[config.mk]
export PLATFORM = sky130hd
export DESIGN_NAME = sha256_msg_sched_ctrl
export DESIGN_NICKNAME = d
export VERILOG_FILES = /design/src/rtl/sha256_pkg.sv /design/src/rtl/sha256_sig_unit.sv /design/src/rtl/sha256_msg_sched_ctrl.sv
export SDC_FILE = /design/constraint.sdc
export NUM_CORES = 1
export LEC_CHECK = 0
export CORE_MARGIN = 2
export CORE_UTILIZATION = 35
export CTS_CLUSTER_DIAMETER = 80
export DETAILED_ROUTE_END_ITERATION = 8
export SLEW_MARGIN = 5
export SYNTH_ARGS = -nofsm -noshare
export SYNTH_HDL_FRONTEND = slang
export SYNTH_SLANG_ARGS = --single-unit
[constraint.sdc]
create_clock -name clk -period 20.6 [get_ports clk]
set_clock_uncertainty 0.05 [all_clocks]
set_input_delay 4.12 -clock clk [delete_from_list [all_inputs] [get_ports clk]]
set_output_delay 4.12 -clock clk [all_outputs]
set_load 0.1 [all_outputs]
[src/rtl/sha256_pkg.sv]
// ============================================================================
//  Module   : sha256_pkg
//  Brief    : Shared types, constants and helpers for the SHA-256 message
//             schedule controller and its sigma datapath.
//  Revision : 1.0 - initial release
// ============================================================================
`default_nettype none

package sha256_pkg;

    localparam int unsigned WIN    = 16;
    localparam int unsigned NWORDS = 64;

    localparam int unsigned SIG0_R1 = 7;
    localparam int unsigned SIG0_R2 = 18;
    localparam int unsigned SIG0_SH = 3;
    localparam int unsigned SIG1_R1 = 17;
    localparam int unsigned SIG1_R2 = 19;
    localparam int unsigned SIG1_SH = 10;

    typedef logic [31:0] word_t;

    typedef enum logic [2:0] {
        ST_IDLE   = 3'd0,
        ST_LOAD   = 3'd1,
        ST_CALC   = 3'd2,
        ST_CALC_B = 3'd3,
        ST_OUT    = 3'd4
    } state_e;

    function automatic word_t ror32(input word_t x, input int unsigned n);
        return (x >> n) | (x << (32 - n));
    endfunction

endpackage

`default_nettype wire

[src/rtl/sha256_sig_unit.sv]
// ============================================================================
//  Module   : sha256_sig_unit
//  Brief    : Combinational SHA-256 small sigma: sel=0 gives SIG0, sel=1 SIG1.
//  Revision : 1.0 - initial release
// ============================================================================
`default_nettype none

module sha256_sig_unit
    import sha256_pkg::*;
(
    input  logic [31:0] x,
    input  logic        sel,
    output logic [31:0] y
);

    logic [31:0] w_sig0;
    logic [31:0] w_sig1;

    assign w_sig0 = ror32(x, SIG0_R1) ^ ror32(x, SIG0_R2) ^ (x >> SIG0_SH);
    assign w_sig1 = ror32(x, SIG1_R1) ^ ror32(x, SIG1_R2) ^ (x >> SIG1_SH);
    assign y      = sel ? w_sig1 : w_sig0;

endmodule

`default_nettype wire

[src/rtl/sha256_msg_sched_ctrl.sv]
// ============================================================================
//  Module   : sha256_msg_sched_ctrl
//  Brief    : Loads W[0..15] into a 16-word circular window, expands W[16..63]
//             and streams all 64 schedule words. Define SHA256_SHARED_SIGMA_EN
//             to time-multiplex a single sigma unit (3 cycles/word for t>=16).
//  Revision : 1.0 - initial release
// ============================================================================
`default_nettype none

module sha256_msg_sched_ctrl
    import sha256_pkg::*;
(
    input  logic        clk,
    input  logic        rst,
    input  logic        start,
    input  logic        in_valid,
    output logic        in_ready,
    input  logic [31:0] in_word,
    output logic        out_valid,
    input  logic        out_ready,
    output logic [31:0] out_word,
    output logic [5:0]  out_idx,
    output logic        busy,
    output logic        done
);

    state_e      state_q, state_d;
    logic [3:0]  cnt_q, cnt_d;
    logic [5:0]  t_q, t_d;
    word_t       out_word_q, out_word_d;
    logic        done_q, done_d;

    word_t       win_q [WIN];
    logic        w_win_we;
    logic [3:0]  w_win_waddr;
    word_t       w_win_wdata;

    logic        w_in_hs;
    logic        w_t_hi;
    logic [3:0]  w_idx_m2, w_idx_m7, w_idx_m15, w_idx_m16;
    word_t       w_new_word;

    assign w_in_hs   = in_valid & in_ready;
    assign w_t_hi    = (t_q[5:4] != 2'b00);
    // 4-bit wrap of t+offset is exactly the circular-window slot of W[t-k].
    assign w_idx_m2  = t_q[3:0] + 4'd14;
    assign w_idx_m7  = t_q[3:0] + 4'd9;
    assign w_idx_m15 = t_q[3:0] + 4'd1;
    assign w_idx_m16 = t_q[3:0];

`ifdef SHA256_SHARED_SIGMA_EN
    word_t acc_q, acc_d;
    logic  w_sig_sel;
    word_t w_sig_x;
    word_t w_sig_y;

    // CALC evaluates SIG1 into the accumulator; CALC_B reuses the unit for SIG0.
    assign w_sig_sel  = (state_q == ST_CALC);
    assign w_sig_x    = w_sig_sel ? win_q[w_idx_m2] : win_q[w_idx_m15];
    assign acc_d      = (state_q == ST_CALC) ? (w_sig_y + win_q[w_idx_m7]) : acc_q;
    assign w_new_word = acc_q + w_sig_y + win_q[w_idx_m16];

    sha256_sig_unit u_sig (
        .x   (w_sig_x),
        .sel (w_sig_sel),
        .y   (w_sig_y)
    );

    always_ff @(posedge clk) begin
        if (rst) acc_q <= '0;
        else     acc_q <= acc_d;
    end
`else
    word_t w_sig0;
    word_t w_sig1;

    assign w_new_word = w_sig1 + win_q[w_idx_m7] + w_sig0 + win_q[w_idx_m16];

    sha256_sig_unit u_sig1 (
        .x   (win_q[w_idx_m2]),
        .sel (1'b1),
        .y   (w_sig1)
    );

    sha256_sig_unit u_sig0 (
        .x   (win_q[w_idx_m15]),
        .sel (1'b0),
        .y   (w_sig0)
    );
`endif

    always_ff @(posedge clk) begin
        if (rst) begin
            state_q    <= ST_IDLE;
            cnt_q      <= '0;
            t_q        <= '0;
            out_word_q <= '0;
            done_q     <= 1'b0;
        end else begin
            state_q    <= state_d;
            cnt_q      <= cnt_d;
            t_q        <= t_d;
            out_word_q <= out_word_d;
            done_q     <= done_d;
        end
    end

    always_ff @(posedge clk) begin
        if (w_win_we) win_q[w_win_waddr] <= w_win_wdata;
    end

    always_comb begin
        state_d = state_q;
        case (state_q)
            ST_IDLE: if (start) state_d = ST_LOAD;
            ST_LOAD: if (w_in_hs && (cnt_q == 4'(WIN - 1))) state_d = ST_CALC;
`ifdef SHA256_SHARED_SIGMA_EN
            ST_CALC: state_d = w_t_hi ? ST_CALC_B : ST_OUT;
`else
            ST_CALC: state_d = ST_OUT;
`endif
            ST_CALC_B: state_d = ST_OUT;
            ST_OUT: begin
                if (out_ready) state_d = (t_q == 6'(NWORDS - 1)) ? ST_IDLE : ST_CALC;
            end
            default: state_d = ST_IDLE;
        endcase
    end

    always_comb begin
        cnt_d       = cnt_q;
        t_d         = t_q;
        out_word_d  = out_word_q;
        done_d      = 1'b0;
        w_win_we    = 1'b0;
        w_win_waddr = w_idx_m16;
        w_win_wdata = w_new_word;
        case (state_q)
            ST_IDLE: if (start) cnt_d = '0;
            ST_LOAD: begin
                if (w_in_hs) begin
                    w_win_we    = 1'b1;
                    w_win_waddr = cnt_q;
                    w_win_wdata = in_word;
                    cnt_d       = cnt_q + 4'd1;
                    if (cnt_q == 4'(WIN - 1)) t_d = '0;
                end
            end
            ST_CALC: begin
                if (!w_t_hi) begin
                    out_word_d = win_q[w_idx_m16];
                end else begin
`ifndef SHA256_SHARED_SIGMA_EN
                    out_word_d = w_new_word;
                    w_win_we   = 1'b1;
`endif
                end
            end
            ST_CALC_B: begin
                out_word_d = w_new_word;
                w_win_we   = 1'b1;
            end
            ST_OUT: begin
                if (out_ready) begin
                    if (t_q == 6'(NWORDS - 1)) done_d = 1'b1;
                    else                       t_d    = t_q + 6'd1;
                end
            end
            default: ;
        endcase
    end

    always_comb begin
        in_ready  = 1'b0;
        out_valid = 1'b0;
        busy      = 1'b1;
        case (state_q)
            ST_IDLE: busy      = 1'b0;
            ST_LOAD: in_ready  = 1'b1;
            ST_OUT:  out_valid = 1'b1;
            default: ;
        endcase
    end

    assign out_word = out_word_q;
    assign out_idx  = t_q;
    assign done     = done_q;

endmodule

`default_nettype wire
## Word level (Yosys, flattened, before mapping)

Memory sizes are Yosys's and may differ from the RTL's. A register that Yosys moved wholly into a read port is not among the register bits.
Index checks and enable logic that the tools add are counted.

- Register bits: 46
- Bits in latches: 0
- Bits in writable memories: 512
- Memory bits (read-only): 0
- Input bits: 37
- Output and inout bits: 42
- Word-level logic and storage cells: 78
- Memories kept: 1

- Add/subtract/negate cells: 8
- Multipliers: 0
- Divide/modulo/power cells: 0
- Magnitude comparators: 0
- Equal/unequal tests: 12
- Shifts and indexed selects: 0
- Muxes and demuxes: 30
- Bitwise logic cells: 11
- Reductions and logical operators: 11

Memory list:

| memory | depth | bits a word | read ports | clocked after Yosys merged registers in | wr ports | RTL line | RTL |
|---|---|---|---|---|---|---|---|
| win_q | 16 | 32 | 4 | 1 | 1 | sha256_msg_sched_ctrl.sv:33 | `word_t win_q [WIN];` |

Operators with widths:

| kind | number |
|---|---|
| adder 32 bit | 3 |
| two-way mux 32 bit | 3 |
| one-hot mux 32 bit (2 select lines) | 1 |
| XOR 32 bit | 2 |
| OR 13 x 32 -> 32 bit | 1 |
| OR 14 x 32 -> 32 bit | 1 |
| OR 15 x 32 -> 32 bit | 1 |
| OR 25 x 32 -> 32 bit | 1 |
| XOR 32 x 22 -> 32 bit | 1 |
| XOR 32 x 29 -> 32 bit | 1 |
| two-way mux 4 bit | 6 |
| two-way mux 6 bit | 4 |
| != test 2 bit (second input constant) | 6 |
| one-hot mux 3 bit (4 select lines) | 1 |
| one-hot mux 6 bit (2 select lines) | 1 |
| two-way mux 3 bit | 3 |
| adder 4 x 1 -> 4 bit (second input constant) | 2 |
| adder 4 bit (second input constant) | 2 |
| two-way mux 1 bit | 8 |
| one-hot mux 4 bit (2 select lines) | 1 |
| nonzero test 2 bit | 4 |
| adder 6 x 1 -> 6 bit (second input constant) | 1 |
| == test 3 x 2 -> 1 bit (second input constant) | 2 |
| == test 6 bit (second input constant) | 1 |
| 13 further kinds | 15 |

## Longest topological paths before layout

An unclocked memory read counts as a cell.

- Depth after elaboration: 10
- Depth in mapped cells: 29
- Depth with buffers taken out: 23

## Cells and area by module

A second synthesis with hierarchy kept.

- Cells, all modules: 2,191
- Area, all modules: 36,855.3 µm²

By module, submodules not included:

| module | times used | cells an instance | area each (µm²) | seq. area each (µm²) |
|---|---|---|---|---|
| sha256_msg_sched_ctrl | 1 | 1,939 | 33,359.5 | 16,375.7 |
| sha256_sig_unit | 2 | 126 | 1,747.9 | 0.0 |

## Worst setup path before layout

No wires, ideal clock.

- Path type: register -> register
- Start point: register t_q[1], in the netlist out_idx[1]
- End point: memory win_q[0][27] (netlist name) (data pin)
- Library setup time: 330 ps
- Arrival: 8,105 ps
- Required time: 20,220 ps
- Setup slack: 12,115 ps
- Cell stages (with the launch flop): 26
- Path buffers: 6
- Period minus slack after synthesis: 8,485 ps
- Path through: dfxtp_1 clkbuf_1 buf_2 buf_2 buf_2 buf_1 inv_1 ha_1 xor2_1 buf_1 mux4_2 xor2_1 xnor2_1 fa_1 fa_1 inv_1 ha_1 nor2b_4 o31a_1 o41a_1 a21oi_4 a31oi_2 a311oi_2 o21ai_2 xnor2_1 o21ai_0

- Longest elaborated chain between the ends: 10
- Elaborated cells between the ends (all ways): 17
- Classes of those cells: add/sub: 6; mux: 2; bitwise: 8; memory: 1

RTL lines:

| element | RTL line | RTL |
|---|---|---|
| start, declared | sha256_msg_sched_ctrl.sv:29 | `logic [5:0] t_q, t_d;` |
| start signal, assigned | sha256_msg_sched_ctrl.sv:102 | `t_q <= t_d;` |
| adder 4 bit | sha256_msg_sched_ctrl.sv:46 | `assign w_idx_m2 = t_q[3:0] + 4'd14;` |
| memory read (16 x 32 bit) * | - |  |
| OR 15 x 32 -> 32 bit or OR 13 x 32 -> 32 bit (tied branches) | sha256_pkg.sv:32 | `return (x >> n) \| (x << (32 - n));` |
| XOR 32 bit | sha256_sig_unit.sv:20 | `assign w_sig1 = ror32(x, SIG1_R1) ^ ror32(x, SIG1_R2) ^ (x >> SIG1_SH);` |
| XOR 32 x 22 -> 32 bit | sha256_sig_unit.sv:20 |  |
| adder 32 bit | sha256_msg_sched_ctrl.sv:77 | `assign w_new_word = w_sig1 + win_q[w_idx_m7] + w_sig0 + win_q[w_idx_m16];` |
| adder 32 bit * (2 in a row) | sha256_msg_sched_ctrl.sv:77 |  |
| two-way mux 32 bit | sha256_msg_sched_ctrl.sv:141 | `if (w_in_hs) begin` |
| two-way mux 32 bit * | sha256_msg_sched_ctrl.sv:138 | `case (state_q)` |
| net w_win_wdata[27] | sha256_msg_sched_ctrl.sv:36 | `word_t w_win_wdata;` |
| end, declared | sha256_msg_sched_ctrl.sv:33 |  |

Mark *: on every way through the listed nets, which the timed path passes. The rest lies on a longest branch.

## Worst setup path in the final report

- Start point: register t_q[0], in the netlist out_idx[0]
- End point: memory win_q[7][31] (netlist name) (data pin)

The elaborated chain is that of the path after synthesis.

==> results.toml <==
[run_status]
status = "completed"

[synthesis]
netlist_instances = 2000
netlist_area_sq_um = 34300
synth.avg_cell_area_sq_um = 17.1
synth_nets = 2134
synth_ff_type = "edfxtp_1"
ys_ff_latch = 562
ys_warn_count = 0
synth-seq-area-share_pct = 47.8
synthArstFlopShare_pct = 0
synth_edf_count = 512
synthDistinctLibCells = 59

[floorplan]
coreArea_sq_um = 96900
io_pins = 79
die-area_sq_um = 100000
rows = 114
die_h_um = 317
start_util_pct = 35.4
die_w_um = 317

[job]
max-cap-violations = 0

[grt]
grt_use_total_pct = 22.2
grt_pass1_wl_um = 159000
use_met1_pct = 31.3
grt_busiest_layer = "met2"
met3_usage_pct = 4.09
antenna_found_initial = 0
grt_pass1_vias = 21400
grt_start_max_net_pins = 111
overflow = 0
grtUsageMet2_pct = 35.4

[sta]
min_period_over_period_pct = 43.9
tightest_slew_ns = 1.25
setup_viol = 0
rsz0062_at_grt = "false"
whs_ns = 0.405
finalCriticalPeriod_ns = 9.04
hold_violations = 0
setup_ws_ns = 11.56
relSlewSlack_pct = 15.9
max_freq_mhz = 111
slew_violations = 0
tns_ns = 0

[pwr]
ir_drop_uv = 74.8
p_leak_nw = 11.9
power_density_nw_per_um2 = 89.2

[cts]
h-tree-depth = 2
clk_latency_ns = 0.65
cts_tree = "yes"
cts_hold_buf = 0
cts_root_buf = "clkbuf_16"
clk_path_buf_depth = 3
clk_pin_slew_ns = 0.06
cts.sinks = 562
post-cts-setup-buffer-count = 0
cts_resized = 0
cts_inserted_buffers = 57

[place]
numPortBuffers = 78
dp_hpwl_um = 71200
place.gp.congestion = 0.946
place_area_sq_um = 36800
place_ws_ns = 11.45

[worst_setup_path]
cp.required_ns = 20.82
reg2reg_from = "out_idx[0]$_SDFFE_PP0P_"
max_stage_delay_ns = 0.96
r2r_slack_ns = 11.56
critPathCaptureType = "flip-flop"
path_max_fanout = 110
path_class = "flip-flop to flip-flop"
crit_path_start_kind = "flip-flop"
crit_slowest_cell = "a21oi_1"
crit_chain = "buf_4, buf_12, mux4_2, mux4_2, xor2_1, xnor2_1, fa_1, fa_1, inv_1, ha_1, inv_1, fa_1, nor2b_4, o31a_1, o41a_1, a21oi_4, a31oi_2, a21o_1, a21o_1, a221oi_2, xnor2_1, a21oi_1"
r2r_end = "win_q[7][31]$_DFFE_PP_"
arrival_ns = 9.26
r2r_cells = 22
cp_common_cell = "fa_1"

[cells_and_area]
final_core_util_pct = 40.0
final_cell_area_sq_um = 38700
layout.nets = 2192
syn_to_final_growth_pct = 12.9
fill_cells = 8662
final_cell_mix = "edfxtp_1 (512), mux4_2 (511), inv_1 (133), xnor2_1 (90), nand2_1 (90)"
drive_gt1_share_pct = 33.5
final_common_cell = "edfxtp_1"

[worst_hold_path]
min_to = "out_word[6]$_SDFFE_PP0N_"
hold_path.startpoint = "out_word[6]$_SDFFE_PP0N_"
min_path_cells = 2
worstHoldPathType = "flip-flop to flip-flop"

[detailed_routing]
initialDrtViolationCount = 3446
drc = 0
ant_nets = 0
vias = 21800
viasPerCell = 6.44
firstDrtPassIters = 5
wl_per_cell_um = 32.9
routed_wl_um = 111000
-- cell usage after synthesis (6+ instances only) --
library cell	instances	area share [%]
o21ai_0	43	0.63
a21o_1	18	0.39
xnor2_1	90	2.3
inv_1	133	1.5
fa_1	62	3.6
nor2_1	56	0.61
mux4_2	511	34
xor2_1	61	1.6
a21oi_1	73	1.1
nor3_1	12	0.18
a221o_1	19	0.56
dfxtp_1	50	2.9
a221oi_1	6	0.15
a31oi_1	9	0.16
edfxtp_1	512	45
buf_2	57	0.83
clkbuf_1	72	0.79
nand2b_1	6	0.11
buf_1	11	0.12
nand2_1	90	0.99
ha_1	35	1.3
-- registers in the layout, indices dropped and copies added (netlist names), named ones only --
signal / cells
out_idx: 6
done: 1
state_q: 3
win_q: 512
cnt_q: 4
out_word: 32
-- worst max-delay path by stage --
stage	startpoint	endpoint	slack, ns	depth (start not counted)
floorplan	out_idx[1]$_SDFFE_PP0P_	win_q[0][27]$_DFFE_PP_	12.11	25
global placement	out_idx[0]$_SDFFE_PP0P_	win_q[4][27]$_DFFE_PP_	11.71	21
detailed placement	out_idx[0]$_SDFFE_PP0P_	win_q[12][27]$_DFFE_PP_	11.45	21
CTS	out_idx[0]$_SDFFE_PP0P_	win_q[4][27]$_DFFE_PP_	11.44	21
global route	out_idx[0]$_SDFFE_PP0P_	win_q[14][31]$_DFFE_PP_	11.04	22
finish	out_idx[0]$_SDFFE_PP0P_	win_q[7][31]$_DFFE_PP_	11.56	22
-- metrics by stage --
step,power [mW],cells
4_1_cts,3.45,3379
6_report,3.45,3380
3_3_place_gp,2.35,3275
5_1_grt,3.58,3379
2_1_floorplan,2.06,2000
3_5_place_dp,2.38,3275
-- layer usage --
layer	routed length, um	up-vias
met5	0	-
met4	3370	0
met3	11500	198
met2	52600	1515
met1	43800	11700
li1	-	8361
-- critical path: cells and delay by family, from the launching register on --
| family | cells | cell delay, ns |
|---|---|---|
| fa+ha+maj | 4 | 1.41 |
| mux | 2 | 1.20 |
| xor+xnor | 3 | 0.57 |
| buf+inv | 4 | 1.46 |
| flops | 1 | 0.90 |
| simple gates | 1 | 0.06 |
| compound gates | 8 | 2.76 |
-- report_power, final --
part           switching [mW]  total (mW)  internal (mW)  leakage (nW)
Sequential             0.0124        1.55           1.53          5.02
Clock                   0.453        1.08          0.628         0.935
Combinational           0.581       0.825          0.244          5.96
-- area by class of cell --
| class | instances | area (sq um) | area share [%] |
|---|---|---|---|
| multi-input combinational | 1161 | 17000 | 43.8 |
| sequential | 562 | 16400 | 42.4 |
| tap | 1276 | 1600 | 4.13 |
| clock buffer | 74 | 1540 | 3.97 |
| timing repair buffer | 143 | 1300 | 3.36 |
| inverter | 133 | 499 | 1.29 |
| clock inverter | 30 | 398 | 1.03 |
| antenna | 1 | 2.50 | 0.00647 |
-- kinds of logic (layout without fill, tap and decap cells) --
group                    Yosys count  in the layout  share of synthesized area, %
flip-flops                       562            562                          47.8
adder cells (fa/ha/maj)           97             97                          4.90
AO/OA/AOI/OAI                    204            204                          3.93
AND/OR/NAND/NOR                  194            194                          2.47
XOR/XNOR                         152            152                          3.91
buffers and inverters            277            380                          3.30
multiplexers                     514            514                          33.7
other                              0              1                             0
(Power assumes the default switching activity.)
